$ cat src/rtl/serial_adder_subtractor_pkg.sv
// Shared types and constants for the bit-serial adder/subtractor.
package serial_adder_subtractor_pkg;

    typedef enum logic [1:0] {
        IDLE = 2'd0,
        RUN  = 2'd1,
        DONE = 2'd2
    } state_t;

    localparam logic OP_ADD = 1'b0;
    localparam logic OP_SUB = 1'b1;

endpackage

$ cat src/rtl/serial_adder_subtractor_if.sv
// Request/response bundle between a requester and the serial adder/subtractor.
interface serial_adder_subtractor_if #(
    parameter int WIDTH = 8
);
    logic             start;
    logic [WIDTH-1:0] a;
    logic [WIDTH-1:0] b;
    logic             opcode;
    logic             busy;
    logic             done;
    logic [WIDTH-1:0] result;
    logic             cout;
    logic             overflow;

    modport master (
        output start, a, b, opcode,
        input  busy, done, result, cout, overflow
    );

    modport slave (
        input  start, a, b, opcode,
        output busy, done, result, cout, overflow
    );
endinterface

$ cat src/rtl/serial_adder_subtractor_slice.sv
// One-bit full adder; b is inverted for subtract so A-B = A + ~B + 1.
module full_adder_slice (
    input  logic a,
    input  logic b,
    input  logic cin,
    input  logic opcode,
    output logic sum,
    output logic cout
);
    logic bx;

    assign bx   = b ^ opcode;
    assign sum  = a ^ bx ^ cin;
    assign cout = (a & bx) | (cin & (a ^ bx));
endmodule

$ cat src/rtl/serial_adder_subtractor.sv
// Bit-serial add/subtract, LSB first, one bit per RUN cycle.
module serial_adder_subtractor
    import serial_adder_subtractor_pkg::*;
#(
    parameter int WIDTH = 8
) (
    input logic                    clk,
    input logic                    rst,
    serial_adder_subtractor_if.slave bus
);
    localparam int CW = $clog2(WIDTH) + 1;

    state_t           state, state_nxt;
    logic [WIDTH-1:0] a_sh, b_sh, sum_sh, result_q;
    logic             op_q, carry_q, cout_q, ovf_q;
    logic [CW-1:0]    cnt_q;
    logic             load, step, last;
    logic             s_sum, s_cout;

    full_adder_slice u_slice (
        .a      (a_sh[0]),
        .b      (b_sh[0]),
        .cin    (carry_q),
        .opcode (op_q),
        .sum    (s_sum),
        .cout   (s_cout)
    );

    assign last = (cnt_q == CW'(WIDTH - 1));

    always_ff @(posedge clk or posedge rst) begin
        if (rst) state <= IDLE;
        else     state <= state_nxt;
    end

    always_comb begin
        state_nxt = state;
        load      = 1'b0;
        step      = 1'b0;
        case (state)
            IDLE: if (bus.start) begin
                load      = 1'b1;
                state_nxt = RUN;
            end
            RUN: begin
                step = 1'b1;
                if (last) state_nxt = DONE;
            end
            DONE: begin
                if (bus.start) begin
                    load      = 1'b1;
                    state_nxt = RUN;
                end else begin
                    state_nxt = IDLE;
                end
            end
            default: state_nxt = IDLE;
        endcase
    end

    always_ff @(posedge clk or posedge rst) begin
        if (rst) begin
            a_sh     <= '0;
            b_sh     <= '0;
            sum_sh   <= '0;
            result_q <= '0;
            op_q     <= 1'b0;
            carry_q  <= 1'b0;
            cout_q   <= 1'b0;
            ovf_q    <= 1'b0;
            cnt_q    <= '0;
        end else if (load) begin
            a_sh    <= bus.a;
            b_sh    <= bus.b;
            op_q    <= bus.opcode;
            carry_q <= bus.opcode;
            cnt_q   <= '0;
        end else if (step) begin
            a_sh    <= a_sh >> 1;
            b_sh    <= b_sh >> 1;
            sum_sh  <= {s_sum, sum_sh[WIDTH-1:1]};
            carry_q <= s_cout;
            cnt_q   <= cnt_q + CW'(1);
            // On the MSB cycle carry_q is the carry into the MSB slice.
            if (last) begin
                result_q <= {s_sum, sum_sh[WIDTH-1:1]};
                cout_q   <= s_cout;
                ovf_q    <= carry_q ^ s_cout;
            end
        end
    end

    assign bus.busy     = (state == RUN);
    assign bus.done     = (state == DONE);
    assign bus.result   = result_q;
    assign bus.cout     = cout_q;
    assign bus.overflow = ovf_q;
endmodule

$ cat src/flat_wrapper.sv
// flat-port wrapper written by rule: the top's interface ports become plain ports
module serial_adder_subtractor_flat import serial_adder_subtractor_pkg::*;
#(
    parameter int WIDTH = 8
)
  (clk, rst, bus_start, bus_a, bus_b, bus_opcode, bus_busy, bus_done, bus_result, bus_cout, bus_overflow);
  serial_adder_subtractor_if #(.WIDTH(WIDTH)) bus_i ();
  input logic clk;
  input logic rst;
  input wire logic [$bits(bus_i.start)-1:0] bus_start;
  input wire logic [$bits(bus_i.a)-1:0] bus_a;
  input wire logic [$bits(bus_i.b)-1:0] bus_b;
  input wire logic [$bits(bus_i.opcode)-1:0] bus_opcode;
  output wire logic [$bits(bus_i.busy)-1:0] bus_busy;
  output wire logic [$bits(bus_i.done)-1:0] bus_done;
  output wire logic [$bits(bus_i.result)-1:0] bus_result;
  output wire logic [$bits(bus_i.cout)-1:0] bus_cout;
  output wire logic [$bits(bus_i.overflow)-1:0] bus_overflow;
  assign bus_i.start = bus_start;
  assign bus_i.a = bus_a;
  assign bus_i.b = bus_b;
  assign bus_i.opcode = bus_opcode;
  assign bus_busy = bus_i.busy;
  assign bus_done = bus_i.done;
  assign bus_result = bus_i.result;
  assign bus_cout = bus_i.cout;
  assign bus_overflow = bus_i.overflow;
  serial_adder_subtractor #(.WIDTH(WIDTH)) u_core (.clk(clk), .rst(rst), .bus(bus_i));
endmodule
$ cat config.mk
export PLATFORM = sky130hd
export DESIGN_NAME = serial_adder_subtractor_flat
export DESIGN_NICKNAME = d
export VERILOG_FILES = /design/src/rtl/serial_adder_subtractor_pkg.sv /design/src/rtl/serial_adder_subtractor_if.sv /design/src/rtl/serial_adder_subtractor_slice.sv /design/src/rtl/serial_adder_subtractor.sv /design/src/flat_wrapper.sv
export SDC_FILE = /design/constraint.sdc
export NUM_CORES = 1
export LEC_CHECK = 0
export BUFFER_PORTS_ARGS = -buffer_cell sky130_fd_sc_hd__buf_2
export CAP_MARGIN = 20
export CORE_UTILIZATION = 58
export DETAILED_ROUTE_END_ITERATION = 10
export PLACE_DENSITY = 0.83
export SKIP_CTS_REPAIR_TIMING = 1
export SYNTH_ARGS = -nofsm -noshare
export SYNTH_HDL_FRONTEND = slang
export SYNTH_SLANG_ARGS = --single-unit
export TNS_END_PERCENT = 5
$ cat constraint.sdc
create_clock -name clk -period 2.35 [get_ports clk]
set_clock_uncertainty 0.1 [all_clocks]
set_input_delay 0.3525 -clock clk [delete_from_list [all_inputs] [get_ports clk]]
set_output_delay 0.3525 -clock clk [all_outputs]
set_load 0.02 [all_outputs]
==> summary.md, run 1 <==
| Metric | Value |
|---|---|
| Run status | finished with violations |
| Failing checks | design-rule violations, negative hold slack |
| Crit-path max FO | 17 |
| Flops & latches, synth | 41 |
| CTS clock-pin slew for the worst setup and hold paths | 0.11 ns |
| Initial antenna violation count | 0 |
| Worst r2r src | u_core.cnt_q[0] |
| Port Buf Inserts | 31 |
| Vias per cell | 5.62 |
| Setup TNS | 0 ns |
| Clock buffer count from CTS | 5 |
| Worst EP arrival | 1.63 ns |
| Depth of the most critical reg-to-reg path | 5 |
| Startpoint Class | register |
| First-pass GRT wire length | 5570 µm |
| Routability cong. | 0.751 |
| Initial Utilization | 0.627 |
| Worst Setup SP | u_core.state[1] |
| # setup viols final | 0 |
| CTS sink count | 41 |
| Peak Freq | 480 MHz |
| Most frequent cells in the layout | 41 x dfrtp_1, 38 x nand2_1, 31 x buf_2, 9 x nor2_1 |
| Max-cap violation count | 0 |
| Crit share post-route | 0.886 |
| CTS Buffer Depth | 2 |
| Synth cell types | 29 |
| Routed WL per cell | 14.4 µm |
| Syn Area/Cell | 10.9 µm² |
| Grt ovf | 0 |
| RSZ-0062 raised after global routing | no |
| Worst-margin pin slew | 0.740 ns |
| DIE AREA | 3260 µm² |
| Fin crit period | 2.08 ns |
| Syn Nets | 183 |
| Clk_lat worst skew | 0.35 ns |
| CTS tree | done |
| All-layer global routing usage | 0.232 |
| Rel. slew slack | 0.507 |
| Synth Cell Area | 1760 µm² |
| Worst hold margin | -0.00133 ns |
| Worst Setup Path Type | reg -> out |
| P per Cell Area | 1450 nW/µm² |
| Worst vdd ir | 708 µV |
| Post-DP HPWL | 2330 µm |
| Layout cells sized above 1 | 0.282 |
| Total Power | 0.00289 W |
| Placed inst area | 1930 µm² |
| Fin worst setup slack | 0.268 ns |
| Htree depth | 2 |
| Commonest non-fill, non-tap cell in the layout | dfrtp_1 |
| Syn Inst Count | 161 |
| Area grow syn2layout | 13.9% |
| Ys Warns | 0 |
| Number of remaining DRC errors | 4 |
| Site row count | 19 |
| Drt first pass iters | 7 |
| Routed Wire Length | 3260 µm |
| Die width | 57.1 µm |
| Slew Limit Fails | 0 |
| HP Class | in -> async |
| Via Count | 1271 |
| Crit path required time | 1.90 ns |
| DR iter-0 viols | 68 |
| Fillers | 212 |
| Sequential share of the synthesized area | 0.584 |
| Core area | 2810 µm² |
| Root Buffer | clkbuf_4 |
| Top-Level Pins | 32 |
| Final Hold Viols | 2 |
| Final nets | 216 |
| Pre-CTS WS | 0.628 ns |
| Number of routed nets with antenna violations | 0 |
| Fin area | 2000 µm² |
| Pleak | 1.01 nW |
| Die Y | 57.1 µm |
| Critical Path End Type | output port |
| Vias in the first global route | 1236 |
| # diodes | 0 |
| Largest net degree at the start of global routing | 42 |
-- cells in the mapped netlist --
cell,count,area (µm²)
o221ai_1,1,8.76
a31oi_1,2,12.5
a21oi_1,1,5.00
buf_2,4,20.0
ha_1,1,12.5
inv_1,5,18.8
nor2_1,9,33.8
and2b_1,1,7.51
nor2b_1,1,6.26
nor3_4,1,16.3
nor3_1,7,35.0
xnor2_1,2,17.5
a22o_1,2,17.5
a221o_1,1,10.0
mux2i_1,4,40.0
mux2_4,7,105
fa_1,1,20.0
mux2_2,2,22.5
o22ai_1,6,37.5
o21ai_0,3,15.0
nand2b_1,2,12.5
nand4_1,1,6.26
nand3_1,6,30.0
clkbuf_1,4,15.0
dfrtp_1,41,1030
nand2_1,38,143
inv_2,1,3.75
a22oi_1,5,37.5
buf_6,2,22.5
-- sequential cells by signal, summed over array words and instances, names as in the netlist, 2 cells and up --
signal / flops
u_core.a_sh: 8
u_core.b_sh: 8
u_core.bus.result: 8
u_core.sum_sh: 7
u_core.cnt_q: 4
u_core.state: 2
-- logic make-up (layout without fill, tap and decap cells) --
logic type / after synthesis / after routing / share of synthesized area
simple gates: 66 / 66 / 0.165
flops: 41 / 41 / 0.584
compound gates: 21 / 21 / 0.0819
buf+inv: 16 / 50 / 0.0455
mux: 13 / 13 / 0.0954
fa+ha+maj: 2 / 2 / 0.0185
xor+xnor: 2 / 2 / 0.00997
-- critical path: stages (launching register included) --
cell and delay (ns):
dfrtp_1 0.39, nand2b_1 0.20, buf_4 0.22, inv_2 0.24
buf_2 0.22
-- metrics by stage --
step	util	instances
finish	0.714	226
global route	0.714	226
CTS	0.714	226
detailed placement	0.689	218
global placement	0.689	218
floorplan	-	161
-- report_power, final --
part | total (W) | leakage (nW) | switching [W] | internal [W]
Clock | 0.000394 | 0.0413 | 0.000220 | 0.000173
Sequential | 0.00124 | 0.507 | 0.000206 | 0.00103
Combinational | 0.00126 | 0.459 | 0.000710 | 0.000551
Total | 0.00289 | 1.01 | 0.00114 | 0.00176
-- final timing paths --
kind                            slack [ns]              endpoint
worst max-delay path                  0.27              bus_busy
worst min-delay path                -0.001        u_core.b_sh[0]
worst max register to register        0.61  u_core.bus.result[2]
worst min register to register        0.40      u_core.sum_sh[1]
max in group asynchronous             1.80  u_core.bus.result[2]
min in group clk                      0.11        u_core.b_sh[0]
-- layout make-up --
cell class                 instances  area (µm²)  share of cell area
clock buffer                       7        65.1              0.0325
clock inverter                     1        5.00             0.00250
inverter                           6        22.5              0.0113
multi-input combinational        104         652               0.326
sequential                        41        1030               0.512
tap                               31        38.8              0.0194
timing repair buffer              36         193              0.0963
-- metal layers --
metal,GRT usage,vias up,wire [µm]
met3,0.0544,3,157
met1,0.305,625,1450
met2,0.365,33,1610
met5,0,-,0
li1,-,610,-
met4,0.115,0,34
(Power assumes the default switching activity.)
==> run 2: changes to the inputs <==
- ABC_AREA: default -> 1
- PLACE_DENSITY: 0.83 -> 0.82
==> run 2 against run 1 <==
  * Register-to-register slack gained 0.13 ns
  * First-iteration DRC count shrank 43%
  * Sequential power is essentially flat
  * Sequential share of layout area grew 0.71 points
  * Core utilization shrank 1.6 points
  * The run ends with design-rule violations left
  * Fmax grew 16%
==> summary.md, run 2 <==
| Metric | Value |
|---|---|
| DIE AREA | 3290 µm² (+1.1%) |
| Top-Level Pins | 32 (unchanged) |
| CTS clock-pin slew for the worst setup and hold paths | 0.11 ns (about the same) |
| Drt first pass iters | 7 (unchanged) |
| Clock power share | 0.120 (-0.016) |
| CTS Buffer Depth | 2 (unchanged) |
| Most frequent cells in the layout | 51 x nand2_1, 41 x dfrtp_1, 31 x buf_2, 28 x nor2_1, 16 x inv_1 |
| DR iter-0 viols | 39 (-43%) |
| Crit-path cells | inv_1 -> nand2_4 -> inv_4 -> buf_2 |
| CP delay by family, top | buffers and inverters |
| Synth Cell Area | 1780 µm² (+1.1%) |
| Worst-margin pin slew | 0.494 ns (-0.246 ns) |
| Worst setup path endpoint | bus_busy |
| Clk_lat worst skew | 0.33 ns (-0.02 ns) |
| Main synth FF type | dfrtp_1 |
| # setup viols final | 0 (unchanged) |
| Flops & latches, synth | 41 (unchanged) |
| Pre-CTS WS | 0.733 ns (+0.105 ns) |
| Site row count | 19 (unchanged) |
| Worst Setup Path Type | reg -> out |
| Crit share post-route | 0.766 (-0.120) |
| Switching Share | 0.423 (+0.0304) |
| Number of remaining DRC errors | 2 (-2) |
| Setup TNS | 0 ns (unchanged) |
| P per Cell Area | 1380 nW/µm² (-4.4%) |
| Fin worst setup slack | 0.550 ns (+0.282 ns) |
| Pleak | 1.03 nW (+2.4%) |
| Flop pwr share | 0.447 (+0.019) |
| HP Class | in -> async |
| Final Hold Viols | 0 (-2) |
| Most used routing layer | met2 |
| Internal reg-to-reg setup slack | 0.74 ns (+0.13 ns) |
| Core area | 2830 µm² (+0.85%) |
| First-pass GRT wire length | 5600 µm (+0.61%) |
| Syn Inst Count | 189 (+17%) |
| Port Buf Inserts | 31 (unchanged) |
| Max incr delay on CP | 0.38 ns (about the same) |
| Async set-or-reset flop fraction in the synthesized netlist | 1.00 (unchanged) |
| Routed WL per cell | 11.6 µm (-19%) |
| Commonest non-fill, non-tap cell in the layout | nand2_1 |
| Main area contributors after synthesis | dfrtp_1 58%, nand2_1 11%, nor2_1 5.9%, o21ai_2 4.4%, inv_1 3.4% |
| Depth of the most critical reg-to-reg path | 6 (+1) |
| Total Power | 0.00273 W (-5.7%) |
| Vias per cell | 5.13 (-8.7%) |
| Worst Setup SP | u_core.state[1] |
| EDFF count, synth | 0 (unchanged) |
| Largest net degree at the start of global routing | 42 (unchanged) |
| Crit-path max FO | 28 (+11) |
| WP buf/inv | 3 (unchanged) |
| Fin crit period | 1.80 ns (-0.282 ns) |
| Initial antenna violation count | 0 (unchanged) |
| RSZ-0062 raised after global routing | no |
| Startpoint Class | register |
| CTS sink count | 41 (unchanged) |
| Failing checks | design-rule violations |
| Slew Limit Fails | 0 (unchanged) |
| CP max-delay cell | dfrtp_1 |
| Routed Wire Length | 2950 µm (-9.4%) |
| # diodes | 0 (unchanged) |
| Logic pwr share | 0.433 (-0.003) |
| Initial Utilization | 0.628 (+0.00181) |
| Multi-input gate area | 621 µm² (-4.8%) |
| Most common cell in the synthesized netlist | nand2_1 |
| Grt ovf | 0 (unchanged) |
| Synth cell types | 24 (-17%) |
| Number of routed nets with antenna violations | 0 (unchanged) |
| GR Util met2 | 0.367 (+0.00240) |
| Fillers | 234 (+10%) |
| Ys Warns | 0 (unchanged) |
| Area grow syn2layout | 11.0% |
| Vias in the first global route | 1333 (+7.8%) |
| Worst r2r src | u_core.state[0] |
| Post-DP HPWL | 2120 µm (-9.1%) |
| Final nets | 244 (+13%) |
| Sequential share of the synthesized area | 0.577 (-0.00657) |
| Largest area contributor in the netlist | dfrtp_1 |
| Rel. slew slack | 0.671 (+0.164) |
| Cell-internal power | 0.00157 W (-10%) |
| R2r endpoint | u_core.bus.result[0] |
| Max-cap violation count | 0 (unchanged) |
| All-layer global routing usage | 0.223 (-0.00889) |
| Die Y | 57.4 µm (+0.54%) |
| Worst vdd ir | 965 µV (+36%) |
| Syn Nets | 211 (+15%) |
| Die width | 57.4 µm (+0.54%) |
| Peak Freq | 556 MHz (+16%) |
| Layout cells sized above 1 | 0.247 (-0.0354) |
| Run status | finished with violations |
| Root Buffer | clkbuf_4 |
| Switching power | 0.00115 W (+1.6%) |
| Worst EP arrival | 1.35 ns (-0.28 ns) |
| Sequential cell area | 1030 µm² (unchanged) |
| Critical path depth in cells | 4 (unchanged) |
| Syn Area/Cell | 9.41 µm² (-14%) |
| Crit path required time | 1.90 ns (about the same) |
| CTS tree | done |
| Via Count | 1304 (+2.6%) |
| Met1 Use GR | 0.292 (-0.0129) |
| Htree depth | 2 (unchanged) |
| Synth top area share | 0.577 (-0.00657) |
| Critical Path End Type | output port |
| Clock buffer count from CTS | 5 (unchanged) |
| Routability cong. | 0.847 (+13%) |
| Met3 Use GR | 0.0658 (+0.0113) |
| Commonest cells post-synth | 51 x nand2_1, 41 x dfrtp_1, 28 x nor2_1 |
## run 2: cell count changes in the layout (fill, tap and decap cells not counted), sizes merged, moves of 6 or more
cell	change
nor2	+19
nand2	+17
o21ai	+16
inv	+12
mux2	-9
o211ai	+8
o22ai	-6
## run 2: cells by family after synthesis
logic type,count (synthesis),share of synthesized area
flip-flops,41,0.577
AO/OA/AOI/OAI,28,0.109
XOR/XNOR,2,0.00985
buffers and inverters,25,0.0739
AND/OR/NAND/NOR,91,0.212
adder cells (fa/ha/maj),2,0.0183
## run 2: how the worst min path moves through the flow
stage | from | end | cells after the start | slack (ns)
detailed placement | u_core.bus.result[5] | u_core.bus.result[5] | 2 | 0.37
global placement | u_core.bus.result[6] | u_core.bus.result[6] | 2 | 0.36
finish | rst | u_core.bus.result[4] | 3 | 0.02
floorplan | u_core.sum_sh[1] | u_core.bus.result[0] | 2 | 0.34
global route | rst | u_core.sum_sh[6] | 3 | 0.06
CTS | rst | u_core.bus.result[5] | 3 | 0.04
## run 2: layer usage
metal | wire, µm | vias up
li1 | - | 662
met5 | 0 | -
met4 | 38 | 0
met2 | 1420 | 27
met3 | 122 | 4
met1 | 1370 | 611
## run 2: power by group through the flow
stage	clock network (W)	registers, W	logic [W]
finish	0.000327	0.00122	0.00118
global route	0.000361	0.00126	0.00136
CTS	0.000333	0.00122	0.00120
detailed placement	0	0.00123	0.00120
global placement	0	0.00122	0.00116
floorplan	0	0.00129	0.000882
## run 2: area by class of cell
type / instances / share of cell area
Sequential cell: 41 / 0.520
Multi-Input combinational cell: 123 / 0.314
Timing Repair Buffer: 32 / 0.0824
Inverter: 19 / 0.0380
Clock buffer: 6 / 0.0209
Tap cell: 31 / 0.0196
Clock inverter: 2 / 0.00507
## run 2: metrics by stage
stage           util  hold slack [ns]  instance area (µm²)  instances
2_1_floorplan      -            0.341                 1780        189
3_3_place_gp   0.680            0.362                 1920        246
3_5_place_dp   0.680            0.367                 1920        246
4_1_cts        0.698           0.0356                 1970        254
5_1_grt        0.698           0.0633                 1970        254
6_report       0.698           0.0222                 1970        254
## run 2: worst reg2reg max path: cells and delay by family, from the launching register on
kind | cells | cell delay, ns
and+or+nand+nor | 4 | 0.74
DFF | 1 | 0.45
buffers and inverters | 2 | 0.22
==> run 3: changes to the inputs <==
- CORE_UTILIZATION: 58 -> 49
- PLACE_DENSITY: 0.82 -> 0.74
- clock period: 2.35 -> 1.6 ns (I/O delays scaled with it)
==> run 3 against run 2 <==
  * The flow now finishes without violations
  * Core utilization down 9.4 points
  * Critical path depth is the same
  * Non-clock buffer count is 8 higher
  * Hold slack got worse by 0.022 ns
  * Total power up 51%
  * Sequential share of layout area fell by 2.2 points
  * Cell area grew 4.4%
  * Cell count is 8.3% higher
  * First-iteration DRC count up 31%
  * Largest power group is now combinational logic
==> summary.md, run 3 (synthesis results as in run 2) <==
| Metric | Value |
|---|---|
| Largest net degree at the start of global routing | 42 (unchanged) |
| Placed inst area | 1980 µm² (+3.2%) |
| Rel. slew slack | 0.662 (-0.00864) |
| Fin crit period | 1.50 ns |
| Fin area | 2060 µm² (+4.4%) |
| Worst r2r src | u_core.b_sh[0] |
| Worst hold margin | 0.0000129 ns (-0.0222 ns) |
| CP max-delay cell | dfrtp_1 |
| Clk_lat worst skew | 0.34 ns (about the same) |
| Pleak | 1.07 nW (+3.7%) |
| Most frequent cells in the layout | 51 x nand2_1, 41 x dfrtp_1, 31 x buf_2, 28 x nor2_1, 15 x inv_1 |
| Clock buffer count from CTS | 5 (unchanged) |
| Depth of the most critical reg-to-reg path | 4 (-2) |
| DIE AREA | 3870 µm² (+18%) |
| Final nets | 252 (+3.3%) |
| Crit-path max FO | 8 (-71%) |
| Post-DP HPWL | 2130 µm (+0.47%) |
| # setup viols final | 0 (unchanged) |
| Fin worst setup slack | 0.0960 ns (-0.454 ns) |
| Die Y | 62.2 µm (+8.5%) |
| Htree depth | 2 (unchanged) |
| Core area | 3420 µm² (+21%) |
| CTS Buffer Depth | 2 (unchanged) |
| Worst EP arrival | 1.16 ns (-0.19 ns) |
| Worst-margin pin slew | 0.507 ns (+0.0130 ns) |
| All-layer global routing usage | 0.183 (-0.0401) |
| Number of instances in the placed design | 265 (+7.7%) |
| Port Buf Inserts | 31 (unchanged) |
| Number of remaining DRC errors | 0 (-2) |
| Run status | completed |
| RSZ-0062 raised after global routing | no |
| Routability cong. | 0.731 (-14%) |
| Root Buffer | clkbuf_4 |
| Layout cells sized above 1 | 0.266 (+0.0197) |
| Top-Level Pins | 32 (unchanged) |
| CTS tree | done |
| Pre-CTS WS | 0.165 ns (-0.569 ns) |
| Final Hold Viols | 0 (unchanged) |
| R2r endpoint | u_core.bus.overflow |
| WP buf/inv | 3 (unchanged) |
| DR iter-0 viols | 51 (+31%) |
| Final Non-Filler Cells | 275 (+8.3%) |
| Crit path required time | 1.26 ns (-0.64 ns) |
| Number of routed nets with antenna violations | 0 (unchanged) |
| Commonest non-fill, non-tap cell in the layout | nand2_1 |
| Slew Limit Fails | 0 (unchanged) |
| P per Cell Area | 2000 nW/µm² (+44%) |
| Worst Setup Path Type | reg -> out |
| Critical Path End Type | output port |
| Routed Wire Length | 3090 µm (+4.6%) |
| Via Count | 1346 (+3.2%) |
| WHS Path Cells | 3 |
| Initial antenna violation count | 0 (unchanged) |
| Initial Utilization | 0.521 (-0.108) |
| CP delay by family, top | flip-flops |
| Max incr delay on CP | 0.39 ns (about the same) |
| Multi-input gate area | 621 µm² (unchanged) |
| Vias in the first global route | 1309 (-1.8%) |
| First-pass GRT wire length | 5460 µm (-2.5%) |
| CTS clock-pin slew for the worst setup and hold paths | 0.11 ns (about the same) |
| Site row count | 21 (+2) |
| Area grow syn2layout | 16.0% |
| Fillers | 326 (+39%) |
| Worst Hold Endpoint | u_core.a_sh[7] |
| HP Class | in -> reg |
| Worst vdd ir | 851 µV (-12%) |
| Routed WL per cell | 11.2 µm (-3.4%) |
| CTS sink count | 41 (unchanged) |
| Startpoint Class | register |
| Drt first pass iters | 4 (-3) |
| Peak Freq | 665 MHz |
| Vias per cell | 4.89 (-4.7%) |
| Grt ovf | 0 (unchanged) |
| Crit share post-route | 0.940 |
| Hold_sp | bus_a[7] |
| Internal reg-to-reg setup slack | 0.14 ns (-0.60 ns) |
| # diodes | 0 (unchanged) |
| Max-cap violation count | 0 (unchanged) |
| Crit-path cells | inv_2 -> nand2_4 -> inv_4 -> buf_2 |
| Die width | 62.2 µm (+8.5%) |
| Sequential cell area | 1030 µm² (unchanged) |
-- run 3: changes by cell type in the layout (fill, tap and decap cells not counted), sizes merged --
cell	previous run	this run
clkinv	3	2
buf	32	38
dlygate4sd3	0	2
clkbuf	6	5
-- run 3: worst max path at each step --
stage | from | endpoint | slack, ns | depth (start not counted)
global placement | u_core.op_q | u_core.bus.overflow | 0.22 | 4
CTS | u_core.state[1] | bus_busy | -0.07 | 4
finish | u_core.state[1] | bus_busy | 0.1 | 4
global route | u_core.state[1] | bus_busy | 0.02 | 4
floorplan | u_core.op_q | u_core.bus.overflow | 0.24 | 4
detailed placement | u_core.b_sh[0] | u_core.bus.overflow | 0.16 | 4
-- run 3: area by class of cell --
| type | instances | area share |
|---|---|---|
| Timing Repair Buffer | 40 | 0.117 |
| Tap cell | 46 | 0.0279 |
| Inverter | 19 | 0.0364 |
| Clock inverter | 1 | 0.00243 |
| Clock buffer | 5 | 0.0182 |
| Multi-Input combinational cell | 123 | 0.301 |
| Sequential cell | 41 | 0.498 |
-- run 3: layer usage --
layer / vias to the layer above / track usage / wire length [µm]
li1: 677 / - / -
met1: 627 / 0.224 / 1440
met2: 34 / 0.297 / 1460
met3: 8 / 0.0607 / 130
met4: 0 / 0.0727 / 57
met5: - / 0 / 0
-- run 3: tightest hold or removal path, delay by kind of cell --
kind / cells / cell delay, ns
buffers and inverters: 1 / 0.07
AND/OR/NAND/NOR: 1 / 0.04
AO/OA/AOI/OAI: 1 / 0.06
-- run 3: power breakdown --
part | internal [W] | total (W) | switching, W | leakage (nW)
logic | 0.000730 | 0.00188 | 0.00115 | 0.532
clock network | 0.000153 | 0.000457 | 0.000304 | 0.0269
registers | 0.00152 | 0.00178 | 0.000265 | 0.511
-- run 3: through the flow --
stage	util	TNS (ns)	power, W
6_report	0.604	0	0.00412
3_5_place_dp	0.581	0	0.00366
2_1_floorplan	-	0	0.00319
5_1_grt	0.604	0	0.00449
3_3_place_gp	0.581	0	0.00358
4_1_cts	0.593	-0.0662	0.00411
